`config.mk`:
```
export PLATFORM = sky130hd
export DESIGN_NAME = ac97_cmd_seq
export DESIGN_NICKNAME = d
export VERILOG_FILES = /design/src/rtl/ac97_cmd_seq.sv
export SDC_FILE = /design/constraint.sdc
export NUM_CORES = 1
export LEC_CHECK = 0
export BUFFER_PORTS_ARGS = -buffer_cell sky130_fd_sc_hd__buf_2
export CAP_MARGIN = 20
export CORE_MARGIN = 3
export CORE_UTILIZATION = 44
export CTS_CLUSTER_DIAMETER = 50
export DETAILED_ROUTE_END_ITERATION = 8
export PLACE_DENSITY = 0.84
export SLEW_MARGIN = 5
export SYNTH_ARGS = -nofsm -noshare
export SYNTH_HDL_FRONTEND = slang
export SYNTH_SLANG_ARGS = --single-unit
export TNS_END_PERCENT = 30
```
`constraint.sdc`:
```
create_clock -name ac97_bitclk -period 1.8 [get_ports ac97_bitclk]
set_clock_uncertainty 0.15 [all_clocks]
set_input_delay 0 -clock ac97_bitclk [delete_from_list [all_inputs] [get_ports ac97_bitclk]]
set_output_delay 0 -clock ac97_bitclk [all_outputs]
set_load 0.01 [all_outputs]
```
`src/rtl/ac97_cmd_seq.sv`:
```
`default_nettype none
// ============================================================================
//  Module      : ac97_cmd_seq
//  Description : AC97 codec register command sequencer. Issues one register
//                read/write per frame through slots 1/2 and collects the
//                status response for reads, with a frame-count timeout.
//  Revision    : 1.0 - initial release
// ============================================================================
module ac97_cmd_seq #(
    parameter int TIMEOUT_FRAMES = 4
) (
    input  logic        ac97_bitclk,
    input  logic        ac97_rst,
    input  logic        ac97_strobe,
    input  logic        cmd_valid,
    output logic        cmd_ready,
    input  logic        cmd_write,
    input  logic [6:0]  cmd_addr,
    input  logic [15:0] cmd_data,
    output logic [19:0] ac97_out_slot1,
    output logic [19:0] ac97_out_slot2,
    output logic        ac97_out_slot1_valid,
    output logic        ac97_out_slot2_valid,
    input  logic [19:0] ac97_in_slot1,
    input  logic [19:0] ac97_in_slot2,
    input  logic        ac97_in_slot1_valid,
    input  logic        ac97_in_slot2_valid,
    output logic        rsp_valid,
    output logic [6:0]  rsp_addr,
    output logic [15:0] rsp_data,
    output logic        rsp_timeout
);

    localparam logic [1:0] c_S_IDLE     = 2'd0;
    localparam logic [1:0] c_S_ISSUE    = 2'd1;
    localparam logic [1:0] c_S_SENT     = 2'd2;
    localparam logic [1:0] c_S_WAIT_RSP = 2'd3;
    localparam logic [3:0] c_TIMEOUT_CNT = 4'(TIMEOUT_FRAMES);

    logic [1:0]  r_state;
    logic [1:0]  w_state_nxt;
    logic        r_write;
    logic [6:0]  r_addr;
    logic [15:0] r_data;
    logic [3:0]  r_cnt;
    logic [19:0] r_slot1;
    logic [19:0] r_slot2;
    logic        r_slot1_valid;
    logic        r_slot2_valid;
    logic        r_rsp_valid;
    logic [6:0]  r_rsp_addr;
    logic [15:0] r_rsp_data;
    logic        r_rsp_timeout;

    logic        w_ready;
    logic        w_accept;
    logic        w_load;
    logic        w_clear;
    logic        w_hit;
    logic        w_expire;
    logic        w_cnt_step;
    logic        w_match;
    logic [3:0]  w_cnt_inc;
    logic        w_last_frame;
    logic        w_unused_ok;

    // Only the status address field and the top 16 data bits are meaningful.
    assign w_unused_ok = ^{ac97_in_slot1[19], ac97_in_slot1[11:0], ac97_in_slot2[3:0]};

    assign w_match      = ac97_in_slot1_valid & ac97_in_slot2_valid &
                          (ac97_in_slot1[18:12] == r_addr);
    assign w_cnt_inc    = r_cnt + 4'd1;
    assign w_last_frame = (w_cnt_inc == c_TIMEOUT_CNT);

    always_ff @(posedge ac97_bitclk) begin
        if (ac97_rst) begin
            r_state <= c_S_IDLE;
        end else begin
            r_state <= w_state_nxt;
        end
    end

    always_comb begin
        w_state_nxt = r_state;
        case (r_state)
            c_S_IDLE:     if (cmd_valid) w_state_nxt = c_S_ISSUE;
            c_S_ISSUE:    if (ac97_strobe) w_state_nxt = c_S_SENT;
            c_S_SENT:     if (ac97_strobe) w_state_nxt = r_write ? c_S_IDLE : c_S_WAIT_RSP;
            c_S_WAIT_RSP: if (ac97_strobe && (w_match || w_last_frame)) w_state_nxt = c_S_IDLE;
            default:      w_state_nxt = c_S_IDLE;
        endcase
    end

    always_comb begin
        w_ready    = 1'b0;
        w_accept   = 1'b0;
        w_load     = 1'b0;
        w_clear    = 1'b0;
        w_hit      = 1'b0;
        w_expire   = 1'b0;
        w_cnt_step = 1'b0;
        case (r_state)
            c_S_IDLE: begin
                w_ready  = 1'b1;
                w_accept = cmd_valid;
            end
            c_S_ISSUE: w_load  = ac97_strobe;
            c_S_SENT:  w_clear = ac97_strobe;
            c_S_WAIT_RSP: begin
                w_hit      = ac97_strobe & w_match;
                w_cnt_step = ac97_strobe & ~w_match;
                w_expire   = ac97_strobe & ~w_match & w_last_frame;
            end
            default: w_ready = 1'b0;
        endcase
    end

    always_ff @(posedge ac97_bitclk) begin
        if (ac97_rst) begin
            r_write       <= 1'b0;
            r_addr        <= 7'd0;
            r_data        <= 16'd0;
            r_cnt         <= 4'd0;
            r_slot1       <= 20'd0;
            r_slot2       <= 20'd0;
            r_slot1_valid <= 1'b0;
            r_slot2_valid <= 1'b0;
            r_rsp_valid   <= 1'b0;
            r_rsp_addr    <= 7'd0;
            r_rsp_data    <= 16'd0;
            r_rsp_timeout <= 1'b0;
        end else begin
            r_rsp_valid <= w_hit | w_expire;
            if (w_accept) begin
                r_write <= cmd_write;
                r_addr  <= cmd_addr;
                r_data  <= cmd_data;
            end
            // Slot 1 bit 19 is the read flag, hence the inverted write bit.
            if (w_load) begin
                r_slot1       <= {~r_write, r_addr, 12'h000};
                r_slot1_valid <= 1'b1;
                r_slot2       <= r_write ? {r_data, 4'h0} : 20'h00000;
                r_slot2_valid <= r_write;
            end else if (w_clear) begin
                r_slot1       <= 20'd0;
                r_slot2       <= 20'd0;
                r_slot1_valid <= 1'b0;
                r_slot2_valid <= 1'b0;
            end
            if (w_clear) begin
                r_cnt <= 4'd0;
            end else if (w_cnt_step) begin
                r_cnt <= w_cnt_inc;
            end
            if (w_hit) begin
                r_rsp_addr    <= r_addr;
                r_rsp_data    <= ac97_in_slot2[19:4];
                r_rsp_timeout <= 1'b0;
            end else if (w_expire) begin
                r_rsp_addr    <= r_addr;
                r_rsp_data    <= 16'd0;
                r_rsp_timeout <= 1'b1;
            end
        end
    end

    assign cmd_ready            = w_ready;
    assign ac97_out_slot1       = r_slot1;
    assign ac97_out_slot2       = r_slot2;
    assign ac97_out_slot1_valid = r_slot1_valid;
    assign ac97_out_slot2_valid = r_slot2_valid;
    assign rsp_valid            = r_rsp_valid;
    assign rsp_addr             = r_rsp_addr;
    assign rsp_data             = r_rsp_data;
    assign rsp_timeout          = r_rsp_timeout;

endmodule
`default_nettype wire

```
### Word-level counts from Yosys, hierarchy flattened

Index checks and enable logic that the tools add are counted.

| word-level totals | value |
|---|---|
| register bits after elaboration | 85 |
| bits of input ports | 70 |
| output and inout port bits | 68 |
| logic and storage cells | 64 |

| operators by class | value |
|---|---|
| add/subtract/negate cells | 1 |
| equal/unequal tests | 9 |
| muxes and demuxes | 25 |
| bitwise logic cells | 8 |
| reductions and logical operators | 8 |

Operators by type and width:

| operator | number |
|---|---|
| 20-bit 2-to-1 mux | 5 |
| 16-bit 2-to-1 mux | 2 |
| 7-bit 2-to-1 mux | 2 |
| 1-bit 2-to-1 mux | 10 |
| 2-bit 2-to-1 mux | 5 |
| 2-bit inequality test (second input constant) | 4 |
| 2-bit one-hot mux with 4 select lines | 1 |
| 7-bit equality test | 1 |
| 1-bit bitwise AND | 5 |
| 4-bit by 1-bit adder with 4-bit output (second input constant) | 1 |
| 2-bit equality test (second input constant) | 2 |
| 4-bit by 3-bit equality test with 1-bit output (second input constant) | 1 |
| 4-bit AND reduction | 1 |
| 2-bit nonzero test | 2 |
| 2-bit OR reduction | 2 |
| 2-bit by 1-bit equality test with 1-bit output (second input constant) | 1 |
| 2-bit logical NOT | 1 |
| 1-bit inverter | 2 |
| 1-bit logical AND | 1 |
| 1-bit logical OR | 1 |
| 1-bit OR | 1 |

### Logic depth before layout (Yosys ltp)

Gate-level depths: netlist (run 1).

| logic depth | value |
|---|---|
| depth after elaboration | 8 |
| depth in mapped cells | 7 |
| depth with buffers taken out | 5 |

### Worst setup path before layout (run 1)

Ideal clock, no wire load.

| path | value |
|---|---|
| kind | reg2reg |
| from | reg r_cnt[0] |
| to | reg r_rsp_addr[2] (netlist: rsp_addr[2]) |
| data arrival time | 1414 ps |
| data required time | 1535 ps |
| setup slack | 121 ps |
| cell stages (with the launch flop) | 7 |
| clock period less this slack | 1679 ps |
| cell sequence | dfxtp_1 -> ha_1 -> nor3b_2 -> o21bai_2 -> buf_2 -> a21boi_0 -> o21a_1 |

| between the ends | value |
|---|---|
| longest elaborated chain between the ends | 5 |

RTL lines:

| element | RTL line | RTL |
|---|---|---|
| from (decl) | 45 | `logic [3:0] r_cnt;` |
| from (signal assigned) | 154 | `r_cnt <= w_cnt_inc;` |
| 4-bit by 1-bit adder with 4-bit output | 72 | `assign w_cnt_inc = r_cnt + 4'd1;` |
| 4-bit by 3-bit equality test with 1-bit output | 73 | `assign w_last_frame = (w_cnt_inc == c_TIMEOUT_CNT);` |
| 1-bit bitwise AND | 112 | `w_expire = ac97_strobe & ~w_match & w_last_frame;` |
| 1-bit 2-to-1 mux | 102 | `case (r_state)` |
| 2-bit nonzero test (no source line) | -- |  |
| to (signal assigned) | 157 | `r_rsp_addr <= r_addr;` |
| to (signal assigned) | 161 | `r_rsp_addr <= r_addr;` |
| to (decl) | 51 | `logic [6:0] r_rsp_addr;` |

Every way passes these cells.
A chain may end at the register's enable or synchronous reset.

### Worst setup path after layout (run 1)

| path | value |
|---|---|
| from | reg r_addr[3] |
| to | reg r_rsp_addr[0] (netlist: rsp_addr[0]) |

| between the ends | value |
|---|---|
| longest elaborated chain between the ends | 7 |
| elaborated cells on any way between the ends | 10 |
| those cells by class | eq/ne (1); mux (3); bitwise (5); reduce/logical (1) |

RTL lines:

| element | RTL line | RTL |
|---|---|---|
| from (decl) | 43 | `logic [6:0] r_addr;` |
| from (signal assigned) | 136 | `r_addr <= cmd_addr;` |
| 7-bit equality test (*) | 71 | `(ac97_in_slot1[18:12] == r_addr);` |
| 1-bit bitwise AND (*) | 70 | `assign w_match = ac97_in_slot1_valid & ac97_in_slot2_valid &` |
| 1-bit inverter | 112 |  |
| 1-bit bitwise AND (2 in a row) | 112 |  |
| 1-bit 2-to-1 mux | 102 |  |
| 2-bit nonzero test (no source line) | -- |  |

Mark *: on every way between the ends. The rest lies on a longest branch, timed or not.

==> results_dict.tcl, run 1 <==
set metrics [dict create \
    yosysWarnings 0 \
    netSwitchingFraction 0.289 \
    min_period_over_period 0.956 \
    slew_viol_final 0 \
    status "completed" \
    drt_iter0_drc 157 \
    powerDensity_mw_per_mm2 852 \
    hpwl_um 6280 \
    fin_nets 632 \
    drcViolationCount 0 \
    crit_required_ns 1.89 \
    internal_power_mw 2.91 \
    syn_area_mm2 0.00351 \
    syn_to_final_growth_pct 36.8 \
    crit_path_end_kind "flop" \
    dieArea_mm2 0.00908 \
    ys.flop_type "dfxtp_1" \
    root_buffer "clkbuf_8" \
    fill_cells 617 \
    p_sw_mw 1.18 \
    holdCritPathClass "input pin to flop" \
    post_drt_wl_per_cell_um 14.6 \
    cp.arrival_ns 1.81 \
    htree_levels 3 \
    synth-seq-cells 81 \
    comb_power_share 0.182 \
    worstMarginPinSlew_ns 0.531 \
    finalHoldViolCount 0 \
    first_pass_iters 4 \
    p_clk_frac 0.330 \
    avgSynthCellArea_um2 8.41 \
    grt_pass1_vias 3275 \
    cts.sinks 81 \
    ctsLongestPathBuffers 2 \
    seq_power_share 0.488 \
    yosys.area.top_type "dfxtp_1" \
    ant_nets 0 \
    num_antenna_cells 0 \
    synth_area_leaders "dfxtp_1 46%, nand2_1 6.6%, a21oi_1 5.4%, a22oi_1 4.9%, o311ai_0 4.0%" \
    synth_top_area_frac 0.462 \
    placed_cells 608 \
    max-cap-violations 0 \
    clk-insertion-delay-late_ns 0.34 \
    crit_fanout 13 \
    tritoncts "yes" \
    relSlewSlack 0.646 \
    yosysUniqueCellTypes 42 \
    layout.cells.non_filler 665 \
    synth.most_common_cell "dfxtp_1" \
    core_area_mm2 0.00749 \
    rr_worst_depth 6 \
    vias 3508 \
    cp-start-kind "flop" \
    die_x_um 95.3 \
    fin_ws_ns 0.0795 \
    setup_viol 0 \
    min_period_ns 1.72 \
    port_buffers 104 \
    min_path_cells 4 \
    track_usage 0.211 \
    start_util 0.468 \
    pre_cts_ws_ns 0.00633 \
    grt_max_degree 41 \
    die_h_um 95.3 \
    drive_above_1_share 0.270 \
    seq_area_frac_synth 0.462 \
    grt_first_pass_wirelength_um 15200 \
    netlist_instances 417 \
    leakage_nw 2.10 \
    grt_overflow_total 0 \
    cts_inserted_buffers 9 \
    synth-edff-count 0 \
    antenna_found_initial 0 \
    synth_common_cells "81 x dfxtp_1, 62 x nand2_1, 38 x a21oi_1" \
    path_clk_slew_ns 0.09 \
    async_flop_share 0 \
    wl_um 9710 \
    gp_congestion 0.782 \
    via_per_inst 5.28 \
    rows 31 \
    ir_worst_vdd_mv 0.463 \
    crit_type "flop to flop" \
    io-pin-count 138 \
    fmax_mhz 581 \
]
[worst paths after layout]
| kind | end | from | slack (ns) |
|---|---|---|---|
| setup / recovery | rsp_addr[0] | r_addr[3] | 0.08 |
| hold / removal | r_data[4] | cmd_valid | 0.01 |
| setup reg to reg | rsp_addr[0] | r_addr[3] | 0.08 |
| hold reg to reg | r_data[8] | r_data[8] | 0.31 |
[final cells by class]
class / instances / area [um2] / share of cell area
Clock buffer: 9 / 124 / 0.0258
Sequential cell: 81 / 1620 / 0.338
Tap cell: 99 / 124 / 0.0258
Multi-Input combinational cell: 283 / 1630 / 0.341
Clock inverter: 7 / 80.1 / 0.0167
Timing Repair Buffer: 167 / 1140 / 0.238
Inverter: 19 / 71.3 / 0.0149
[metrics by stage]
step	setup TNS (ns)	util	area, um2	power [mW]	hold slack (ns)
after CTS	0	0.636	4760	4.11	0.0113
after global placement	0	0.554	4150	2.66	0.0917
after floorplan	0	-	3560	2.43	-0.0140
final	0	0.641	4800	4.09	0.0131
after detailed placement	0	0.554	4150	2.69	0.0970
after global routing	-0.208	0.641	4800	4.28	0.0331
[cells in the final DEF (no fill, tap or decap), types with 2 or more instances in the layout]
cell	instances
buf_6	2
nor3b_2	2
clkinvlp_4	2
clkbuf_8	9
dlygate4sd3_1	41
o21ai_0	2
a22oi_1	23
inv_1	18
buf_12	3
o311ai_1	2
nor2_1	34
o311ai_0	14
xnor2_2	2
a21boi_0	7
buf_4	17
o211ai_1	3
o21a_1	7
clkinv_4	3
nand2_1	62
conb_1	16
xnor2_1	5
and3_1	9
buf_2	104
a21oi_1	37
nand4_1	20
dfxtp_1	80
nand3_1	2
or4_1	18
[cell families after synthesis]
family,synth area share
flip-flops,0.462
other,0.00107
AND/OR/NAND/NOR,0.217
AO/OA/AOI/OAI,0.196
buffers and inverters,0.0974
adder cells (fa/ha/maj),0.00357
XOR/XNOR,0.0200
multiplexers,0.00285
[flip-flops by register name, summed over array words and instances, names as in the netlist, 2 cells and up]
register,flops
r_cnt,4
rsp_data,16
ac97_out_slot2,16
r_addr,7
r_state,2
r_data,16
ac97_out_slot1,8
rsp_addr,7
[worst max-delay path, stage by stage (launching register included)]
cell and delay [ns]:
dfxtp_1 0.33, xnor2_1 0.25, nand4_1 0.23, o21bai_4 0.22, buf_6 0.16, a21boi_0 0.09
o21a_1 0.18
[routing by layer]
metal	wire [um]	GRT usage
met1	3960	0.251
met2	4910	0.375
met3	734	0.0497
met4	99	0.0661
met5	0	0
[power groups by stage]
stage | clock [mW] | sequential [mW] | combinational [mW]
4_1_cts | 1.39 | 1.99 | 0.731
3_3_place_gp | 0 | 2.02 | 0.634
5_1_grt | 1.44 | 2.01 | 0.827
3_5_place_dp | 0 | 2.03 | 0.656
2_1_floorplan | 0 | 2.06 | 0.377
6_report | 1.35 | 1.99 | 0.745
[timing repair]
item                                    CTS  global route
setup buffers                             0             0
pin swaps                                 0             1
resized for setup                         1             9
hold endpoints to repair                 42             0
endpoints found under the setup margin    1            20
hold buffers                             41             0
No activity file was read; power rests on OpenSTA's default activity.
==> run 2: changes to the inputs <==
GPL_TIMING_DRIVEN = 0   (was not set)
==> results_dict.tcl, run 2 (same netlist as run 1, synthesis figures left out) <==
set metrics [dict create \
    status "completed" \
    drive_above_1_share 0.303 \
    cts.sinks 81 \
    crit_type "flop to flop" \
    antenna_found_initial 0 \
    fin_util 0.670 \
    fmax_mhz 577 \
    crit_required_ns 1.90 \
    via_per_inst 5.16 \
    min_period_ns 1.73 \
    finalHoldViolCount 0 \
    crit_path_end_kind "flop" \
    vias 3598 \
    syn_to_final_growth_pct 43.1 \
    fin_nets 664 \
    wl_um 9940 \
    die_h_um 95.3 \
    holdCritPathClass "input pin to flop" \
    die_x_um 95.3 \
    placedInstanceArea_mm2 0.00420 \
    placed_cells 634 \
    cts_inserted_buffers 9 \
    dieArea_mm2 0.00908 \
    grt_overflow_total 0 \
    rows 31 \
    hpwl_um 6790 \
    grt_first_pass_wirelength_um 15600 \
    slew_viol_final 0 \
    start_util 0.468 \
    drcViolationCount 0 \
    path_clk_slew_ns 0.08 \
    leakage_nw 2.24 \
    track_usage 0.218 \
    mostFrequentLayoutCell "buf_2" \
    root_buffer "clkbuf_8" \
    clk-insertion-delay-late_ns 0.35 \
    ant_nets 0 \
    crit_fanout 10 \
    setup_viol 0 \
    cp-start-kind "flop" \
    grt_max_degree 16 \
    port_buffers 103 \
    layout.cells.non_filler 697 \
    ir_worst_vdd_mv 0.561 \
    finalSetupTns_ns 0 \
    post_drt_wl_per_cell_um 14.3 \
    fill_cells 593 \
    grt_setup_unrepaired "yes" \
    layout_common_cells "113 x buf_2, 73 x dfxtp_1, 61 x nand2_1" \
    regArea_mm2 0.00163 \
    core_area_mm2 0.00749 \
    max-cap-violations 0 \
    first_pass_iters 4 \
    gp_congestion 0.833 \
    grt_pass1_vias 3434 \
    powerDensity_mw_per_mm2 851 \
    drt_iter0_drc 165 \
    io-pin-count 138 \
    multi_input_area_mm2 0.00170 \
    cp.arrival_ns 1.83 \
    htree_levels 3 \
    num_antenna_cells 0 \
    ctsLongestPathBuffers 2 \
    min_period_over_period 0.963 \
    tritoncts "yes" \
    final_cell_area_mm2 0.00502 \
]
## run 2: changes by cell type in the layout (fill, tap and decap cells not counted), moves of 6 or more
cell | before | now
buf_2 | 104 | 113
buf_4 | 17 | 23
dfxtp_2 | 1 | 7
dfxtp_1 | 80 | 73
clkbuf_1 | 0 | 14
## run 2: cell type report
| cell class | count | area share |
|---|---|---|
| buffer | 48 | 0.0561 |
| clock buffer | 9 | 0.0247 |
| clock inverter | 7 | 0.0204 |
| inverter | 19 | 0.0142 |
| multi-input combinational | 283 | 0.338 |
| sequential | 81 | 0.326 |
| tap | 99 | 0.0247 |
| timing repair buffer | 151 | 0.196 |
## run 2: worst paths after layout
check	startpoint	endpoint	slack (ns)	cells after the start
worst max-delay path	r_cnt[0]	rsp_data[7]	0.07	5
worst min-delay path	ac97_in_slot1[16]	r_cnt[1]	0.14	5
worst max register to register	r_cnt[0]	rsp_data[7]	0.07	5
worst min register to register	r_data[11]	r_data[11]	0.31	2
## run 2: stage by stage
step | hold WS (ns) | total power, mW | worst slack [ns]
3_3_place_gp | 0.0927 | 2.66 | -0.187
4_1_cts | 0.135 | 4.25 | 0.0165
3_5_place_dp | 0.0994 | 2.68 | -0.234
6_report | 0.143 | 4.27 | 0.0660
5_1_grt | 0.195 | 4.46 | -0.00989
2_1_floorplan | -0.0140 | 2.43 | 0.121
## run 2: per-layer routing
| metal | track usage | vias to the layer above | wire [um] |
|---|---|---|---|
| met5 | 0 | - | 0 |
| met4 | 0.0841 | 0 | 197 |
| met3 | 0.0466 | 17 | 714 |
| met2 | 0.383 | 141 | 4930 |
| met1 | 0.258 | 1646 | 4100 |
| li1 | - | 1794 | - |
## run 2: what timing repair did
action	CTS	global route
pin swaps	2	4
endpoints found under the setup margin	51	47
setup buffers	3	2
hold buffers	43	0
resized for setup	18	21
hold endpoints to repair	42	0
## run 2: report_power, final
| part | internal, mW | leakage (nW) | total (mW) | switching (mW) |
|---|---|---|---|---|
| clock network | 0.798 | 0.116 | 1.51 | 0.709 |
| registers | 1.92 | 0.664 | 2.00 | 0.0841 |
| logic | 0.352 | 1.46 | 0.759 | 0.407 |
| total | 3.07 | 2.24 | 4.27 | 1.20 |
## run 2: worst max-delay path, cell delays in order, from the launching register on
cell      delay, ns
dfxtp_2        0.34
ha_1           0.20
nor3b_4        0.17
buf_2          0.17
or4_1          0.49
o311ai_1       0.11
